[config.mk]
export PLATFORM = sky130hd
export DESIGN_NAME = game_state_regfile
export DESIGN_NICKNAME = d
export VERILOG_FILES = /design/src/rtl/game_state_regfile.sv
export SDC_FILE = /design/constraint.sdc
export NUM_CORES = 1
export LEC_CHECK = 0
export CAP_MARGIN = 20
export CORE_AREA = 2 2 245 247
export DETAILED_ROUTE_END_ITERATION = 8
export DIE_AREA = 0 0 247 249
export DONT_BUFFER_PORTS = 1
export PLACE_DENSITY_LB_ADDON = 0.2
export RECOVER_POWER = 50
export SLEW_MARGIN = 15
export SYNTH_ARGS = -nofsm -noshare
export SYNTH_HDL_FRONTEND = slang
export SYNTH_SLANG_ARGS = --single-unit
[constraint.sdc]
create_clock -name clock -period 13.7 [get_ports clock]
set_input_delay 0 -clock clock [delete_from_list [all_inputs] [get_ports clock]]
set_output_delay 0 -clock clock [all_outputs]
set_load 0.005 [all_outputs]
[src/rtl/game_state_regfile.sv]
// Game-state register file: cell grid plus wide scalar bank, indexed write/read ports and a grid-clear sequencer.
// Define GAME_STATE_SNAPSHOT_EN to drive value_out from a frame-synchronous shadow copy.
module game_state_regfile #(
  parameter int unsigned       NUM_CELLS   = 100,
  parameter int unsigned       CELL_W      = 2,
  parameter int unsigned       NUM_SCALARS = 9,
  parameter int unsigned       SCALAR_W    = 32,
  parameter logic [CELL_W-1:0] CLEAR_VALUE = '0
) (
  input  logic        clock,
  input  logic        reset,
  input  logic [31:0] value_in,
  input  logic [31:0] index,
  input  logic        enable,
  input  logic [31:0] read_index,
  output logic [31:0] read_data,
  input  logic        clear_start,
  output logic        busy,
  output logic        clear_done,
  output logic        write_dropped,
  input  logic        frame_sync,
  output logic [NUM_CELLS*CELL_W+NUM_SCALARS*SCALAR_W-1:0] value_out
);

  localparam int unsigned STATE_W     = NUM_CELLS*CELL_W + NUM_SCALARS*SCALAR_W;
  localparam int unsigned CNT_W       = (NUM_CELLS > 1) ? $clog2(NUM_CELLS) : 1;
  localparam logic [31:0] NUM_CELLS_32 = 32'(NUM_CELLS);
  localparam logic [31:0] NUM_ADDR_32  = 32'(NUM_CELLS + NUM_SCALARS);

  typedef enum logic {IDLE, CLEAR} state_t;

  state_t             state_q, state_d;
  logic [CNT_W-1:0]   cnt_q, cnt_d;
  logic [CELL_W-1:0]  cells   [NUM_CELLS];
  logic [SCALAR_W-1:0] scalars [NUM_SCALARS];
  logic [STATE_W-1:0] live_state;
  logic               clr_wr;
  logic               wr_ok;
  logic               wr_drop;
  logic [31:0]        rd_mux;
  logic [31:0]        rd_data_p1;
  logic               drop_p1;

  always_ff @(posedge clock or posedge reset) begin
    if (reset) begin
      state_q <= IDLE;
      cnt_q   <= '0;
    end else begin
      state_q <= state_d;
      cnt_q   <= cnt_d;
    end
  end

  always_comb begin
    state_d    = state_q;
    cnt_d      = cnt_q;
    busy       = 1'b0;
    clear_done = 1'b0;
    clr_wr     = 1'b0;
    case (state_q)
      IDLE: begin
        if (clear_start) begin
          state_d = CLEAR;
          cnt_d   = '0;
        end
      end
      CLEAR: begin
        busy   = 1'b1;
        clr_wr = 1'b1;
        if (cnt_q == CNT_W'(NUM_CELLS - 1)) begin
          clear_done = 1'b1;
          state_d    = IDLE;
        end else begin
          cnt_d = cnt_q + 1'b1;
        end
      end
      default: state_d = IDLE;
    endcase
  end

  // A clear request in the same cycle takes priority over the write.
  assign wr_ok   = (state_q == IDLE) && enable && !clear_start && (index < NUM_ADDR_32);
  assign wr_drop = enable && !wr_ok;

  always_comb begin
    rd_mux = '0;
    for (int i = 0; i < NUM_CELLS; i++)
      if (read_index == 32'(i)) rd_mux = 32'(cells[i]);
    for (int j = 0; j < NUM_SCALARS; j++)
      if (read_index == NUM_CELLS_32 + 32'(j)) rd_mux = 32'(scalars[j]);
  end

  // ---- stage p1: storage update and registered read ----
  always_ff @(posedge clock or posedge reset) begin
    if (reset) begin
      for (int i = 0; i < NUM_CELLS; i++)   cells[i]   <= '0;
      for (int j = 0; j < NUM_SCALARS; j++) scalars[j] <= '0;
      rd_data_p1 <= '0;
      drop_p1    <= 1'b0;
    end else begin
      for (int i = 0; i < NUM_CELLS; i++) begin
        if (clr_wr && cnt_q == CNT_W'(i))
          cells[i] <= CLEAR_VALUE;
        else if (wr_ok && index == 32'(i))
          cells[i] <= value_in[CELL_W-1:0];
      end
      for (int j = 0; j < NUM_SCALARS; j++)
        if (wr_ok && index == NUM_CELLS_32 + 32'(j))
          scalars[j] <= value_in[SCALAR_W-1:0];
      rd_data_p1 <= rd_mux;
      drop_p1    <= wr_drop;
    end
  end

  assign read_data     = rd_data_p1;
  assign write_dropped = drop_p1;

  for (genvar i = 0; i < NUM_CELLS; i++) begin : g_cell
    assign live_state[i*CELL_W +: CELL_W] = cells[i];
  end
  for (genvar j = 0; j < NUM_SCALARS; j++) begin : g_scalar
    assign live_state[NUM_CELLS*CELL_W + j*SCALAR_W +: SCALAR_W] = scalars[j];
  end

`ifdef GAME_STATE_SNAPSHOT_EN
  logic [STATE_W-1:0] shadow;
  logic               snap_pend;

  // Vertical blank seen mid-clear is deferred so the renderer never sees a half-swept grid.
  always_ff @(posedge clock or posedge reset) begin
    if (reset) begin
      shadow    <= '0;
      snap_pend <= 1'b0;
    end else if (state_q == IDLE) begin
      if (frame_sync || snap_pend) begin
        shadow    <= live_state;
        snap_pend <= 1'b0;
      end
    end else if (frame_sync) begin
      snap_pend <= 1'b1;
    end
  end

  assign value_out = shadow;
`else
  logic unused_frame_sync;
  assign unused_frame_sync = frame_sync;
  assign value_out = live_state;
`endif

endmodule

# == Yosys cells after proc, flatten, opt, wreduce, memory -nomap -nowiden ==
# Cells that the tools add are included.
# word_totals
input_bits,101
output_inout_bits,523
ramBits,0
mem_bits_ro,0
latch_bits,0
ff_bits,529
memories,0
elab_cells,1070
# classes
reduce_logical,319
n_eq_ne,317
n_div,0
n_bitwise,1
n_addsub,1
mux,318
n_mul,0
magnitude_cmp,1
shifts,0
# op_table
op,count
$mux 32,108
$eq 32x7->1 const B,90
$eq 32x6->1 const B,64
$eq 32x5->1 const B,32
$eq 32x4->1 const B,16
$mux 2,201
$eq 32x3->1 const B,8
$eq 7x7->1 const B,36
$eq 7x6->1 const B,32
$logic_and 1x1->1,213
$reduce_bool 2->1,100
$eq 32x2->1 const B,4
$eq 7x5->1 const B,16
$eq 32x1->1 const B,2
$logic_not 32->1,2
$eq 7x4->1 const B,8
$lt 32x7->1 const B,1
$eq 7x3->1 const B,4
$eq 7x2->1 const B,2
$mux 7,2
$pmux 7 s2,1
$add 7x1->7 const B,1
$eq 7x1->1 const B,1
$logic_not 7->1,1
6 further kinds,12

# == Logic depth before layout (Yosys ltp) ==
# depth
ltp_word,110
ltp_mapped,14
depth_no_buf,11

# == Least setup slack after synthesis ==
# OpenSTA, ideal clock, no wires.
# synth_timing
path_type,reg-to-reg
start,register state_q
end,register scalars (netlist bit value_out[476])
path_slack_ns,11.248
t_required_ns,13.572
arrival_ns,2.324
path_stages_with_launch,10
path_buffers,3
setup_ns,0.128
synth_period_minus_slack_ns,2.452
path_cell_list,dfrtp_1 -> clkbuf_1 -> nor2_1 -> nand4_1 -> or3_1 -> nor2_1 -> buf_2 -> nand2_2 -> buf_2 -> mux2_1
# synth_via
elab_chain_cells,5
# synth_rtl
item,line_no,rtl
from (decl),32,"state_t state_q, state_d;"
from (signal assigned),49,state_q <= state_d;
$not 1->1,--,
$logic_and 1x1->1 (3 in a row),82,assign wr_ok = (state_q == IDLE) && enable && !clear_start && (index < NUM_ADDR_32);
$logic_and 1x1->1,108,if (wr_ok && index == NUM_CELLS_32 + 32'(j))
"to (signal, indexed assignment)",109,scalars[j] <= value_in[SCALAR_W-1:0];
to (decl),35,logic [SCALAR_W-1:0] scalars [NUM_SCALARS];
# No other way between the ends.
# A chain may end at the register's enable or synchronous reset.

==> reports/summary.md <==
* run status: finished, violations left
* violations in the final reports: max-capacitance violations, max-slew violations
* first-iteration detailed-routing DRC count: 2,586
* upper clock frequency limit: 0.2132 GHz
* net switching fraction of the power: 26.85%
* CTS tree: yes
* total placed instance area: 0.02663 mm²
* overall power of the completed layout: 3585 µW
* top library cells by usage in the layout, fill and taps aside: dfrtp_1, nand2_1, mux2_2
* post-layout util: 50.04%
* share of the synthesized area in the top cell type: 50.95%
* # fillers: 5,230
* clock tree sinks: 529
* internal cell power: 2623 µW
* final critical-path required period: 4691 ps
* critical path, cell by cell: dlygate4sd3_1 > clkinvlp_2 > clkbuf_1 > clkbuf_1 > buf_4
* post-route fraction of the period consumed by the critical path: 34.24%
* count of port buffers added during placement: 0
* post-synthesis instance total: 2,577
* total leakage power: 0.01304 µW
* register bit total from synthesis: 529
* Max Fanout on Critical Path: 68
* unrepaired setup endpoints after global routing: false
* via count of the first global-routing pass: 21,870
* pin slew with the least headroom to its limit: 3436 ps
* count of vias placed by the detailed router: 22,730
* Clock Skew: 54.62 ps
* grt total ovfl: 0
* Setup Crit Path Kind: input port to asynchronous set/reset pin
* Worst Path Required: 14,320 ps
* height of the die: 249 µm
* startpoint types: input port
* Register Area: 0.01324 mm²
* routed length per placed instance: 33.21 µm
* data arrival time of the worst path: 5310 ps
* Buffers & Inverters on Critical Path: 5
* Net count, final: 2,671
* effective utilization at floorplan: 44.27%
* Worst setup EP type: asynchronous set/reset pin
* post-CTS repair timing setup buffer count: 0
* floorplan core area: 0.05869 mm²
* P&R area growth vs syn: 13.03%
* share of flip-flops with an asynchronous set or reset after synthesis: 100.0%
* total die area: 0.06150 mm²
* family with the most delay on the worst path: buffers and inverters
* standard-cell row count: 89
* antenna violation net count after detailed routing: 0
* average instance area after synthesis: 10.08 µm²
* register share of total power: 44.3%
* first-pass GRT wire length: 160,400 µm
* Post-Syn Nets: 2,682
* Clock Pin Slew Worst Setup and Hold Paths: 60 ps
* clock power share: 46.8%
* H-tree Lvls: 2
* Final Wtd Congestion: 0.9384
* count of distinct cell types in the synthesized netlist: 77
* worst-path cell with the longest stage delay: clkbuf_1
* Net Sw Power: 962.8 µW
* number of search-and-repair iterations in the first detailed-routing pass: 6
* GR met2 Demand/Resource: 55.33%
* clock latency at the later pin of the worst-skew pair: 670 ps
* I/O pin count: 624
* buffer levels on the longest clock path: 3
* total count of max-transition violations in the final report: 60
* total power density per cell area: 122.1 mW/mm²
* Area contributors post-synth: dfrtp_1, mux2_2, nand2_1
* Routed WL: 112,500 µm
* ys flop type: dfrtp_1
* DP Wirelength: 77,730 µm
* library cell appearing most often on the critical path: clkbuf_1
* number of CTS-inserted buffers: 58
* count of flip-flops with a built-in enable after synthesis: 0
* count of final hold-check violations: 0
* buffer cell driving the clock tree root: clkbuf_16
* Setup TNS Final: 0 ps
* power share of the combinational group: 8.9%
* Max-cap violations: 1
* post-detailed-route via-to-cell ratio: 6.708
* met1 track utilization from global routing: 43.76%
* share of post-route cells with drive strength above 1: 19.36%
* Synth Warn #: 0
* leading area contributor after synthesis: dfrtp_1
* Die X: 247 µm
* max incr delay on CP: 2480 ps
* Worst slew margin: -129.1%
* overall global routing resource usage: 35.64%
* final instance area: 0.02937 mm²
* most common library cell in the layout ignoring fill and taps: dfrtp_1
* sequential-to-total area share from yosys stat: 50.95%
* combined area of the multi-input logic cells: 0.01198 mm²
* pin count of the biggest net entering global routing: 186
* final number of setup-violating endpoints: 0
* highest ir drop seen on vdd: 0.0001060 V
* most congested layer reported by global routing: met2
* antenna violations before repair: 2
* GR Layer Usage met3: 13.85%
* class of the worst hold path: input port to flip-flop
* DR DRC count: 0
* area of the mapped netlist: 0.02598 mm²
-- worst reg2reg max path, cell delays in order (launching register included) --
cell and delay, ps:
dfrtp_1 350, clkbuf_1 510, nor2_1 810, nand4_1 250
nor3_1 210, buf_4 250, nand3_1 430, nor2_4 670
buf_4 460, mux2_2 400
-- final timing paths --
path	start	endpoint	slack (ps)	cells past startpoint
min in group asynchronous	reset	value_out[359]$_DFFE_PP0P_	260	3
min reg2reg	value_out[472]$_DFFE_PP0P_	read_data[16]$_DFF_PP0_	540	2
max reg2reg	state_q$_DFF_PP0_	value_out[337]$_DFFE_PP0P_	9260	9
max	reset	value_out[181]$_DFFE_PP0P_	9010	5
min	index[16]	value_out[175]$_DFFE_PP0P_	20	6
max in group clock	state_q$_DFF_PP0_	value_out[337]$_DFFE_PP0P_	9260	9
-- area by class of cell --
class                           instances  share of cell area (%)
Sequential cell                       529                   45.07
Clock inverter                         28                   1.419
Timing Repair Buffer                  113                   3.698
Tap cell                              773                   3.293
Inverter                               14                  0.1832
Clock buffer                           79                   5.517
Antenna cell                            2                 0.01704
Multi-Input combinational cell       1850                   40.80
-- registers in the layout, summed over array words and instances (netlist names) --
name	count
write_dropped	1
state_q	1
cnt_q	7
value_out	488
read_data	32
-- logic make-up after synthesis --
family	after synthesis	share of synthesized area [%]
muxes	377	16.97
xor gates and xnor gates	1	0.03372
adders and majority gates	4	0.1926
buffers and inverters	198	3.149
AOI/OAI and AO/OA	582	13.50
DFF	529	50.95
and+or+nand+nor	886	15.20
-- per-layer routing --
layer  share of wire, %  vias to the layer above
met4                4.8                        0
met1                 36                    11610
met2                 46                     1519
met3                 13                      289
li1                   -                     9313
met5                  0                        -
-- power groups by stage --
stage	clock network (µW)	logic (µW)	registers (µW)
2_1_floorplan	0	184	1620
6_report	1680	318	1590
3_5_place_dp	0	262	1620
4_1_cts	1690	309	1590
5_1_grt	1760	336	1590
3_3_place_gp	0	260	1620
-- Yosys cell counts, drive strengths merged (3+ instances only) --
library cell / instances
a21oi: 239
mux2: 308
a22o: 3
a32oi: 4
nor2: 223
nand2b: 16
o22ai: 30
a222oi: 30
nand3: 170
a21o: 4
ha: 4
o211ai: 6
and3: 6
nor3b: 3
dfrtp: 529
o32ai: 5
buf: 70
a21boi: 3
and2: 11
a22oi: 38
nand4: 14
clkbuf: 114
inv: 13
a2111oi: 4
nor4b: 3
a31oi: 11
mux4: 20
nand2: 366
nor2b: 12
o21ai: 149
o221ai: 4
mux2i: 49
or3: 12
nor4: 10
or4: 6
a221oi: 16
nor3: 30
o31ai: 6
a211oi: 6
-- metrics by stage --
stage	worst slack (ps)	instances	hold WS, ps
6_report	9009	3388	17.82
5_1_grt	8336	3387	50.41
4_1_cts	9888	3384	10.39
3_5_place_dp	9900	3214	-64.66
3_3_place_gp	9938	3213	-78.48
2_1_floorplan	6510	2577	107.3
-- repair_timing --
| item | CTS | global route |
|---|---|---|
| hold endpoints to repair | 700 | 0 |
| gates resized for setup | 0 | 0 |
| setup endpoints to repair | 0 | 0 |
| hold buffers | 63 | 0 |
Power figures use the tool's default switching activity.
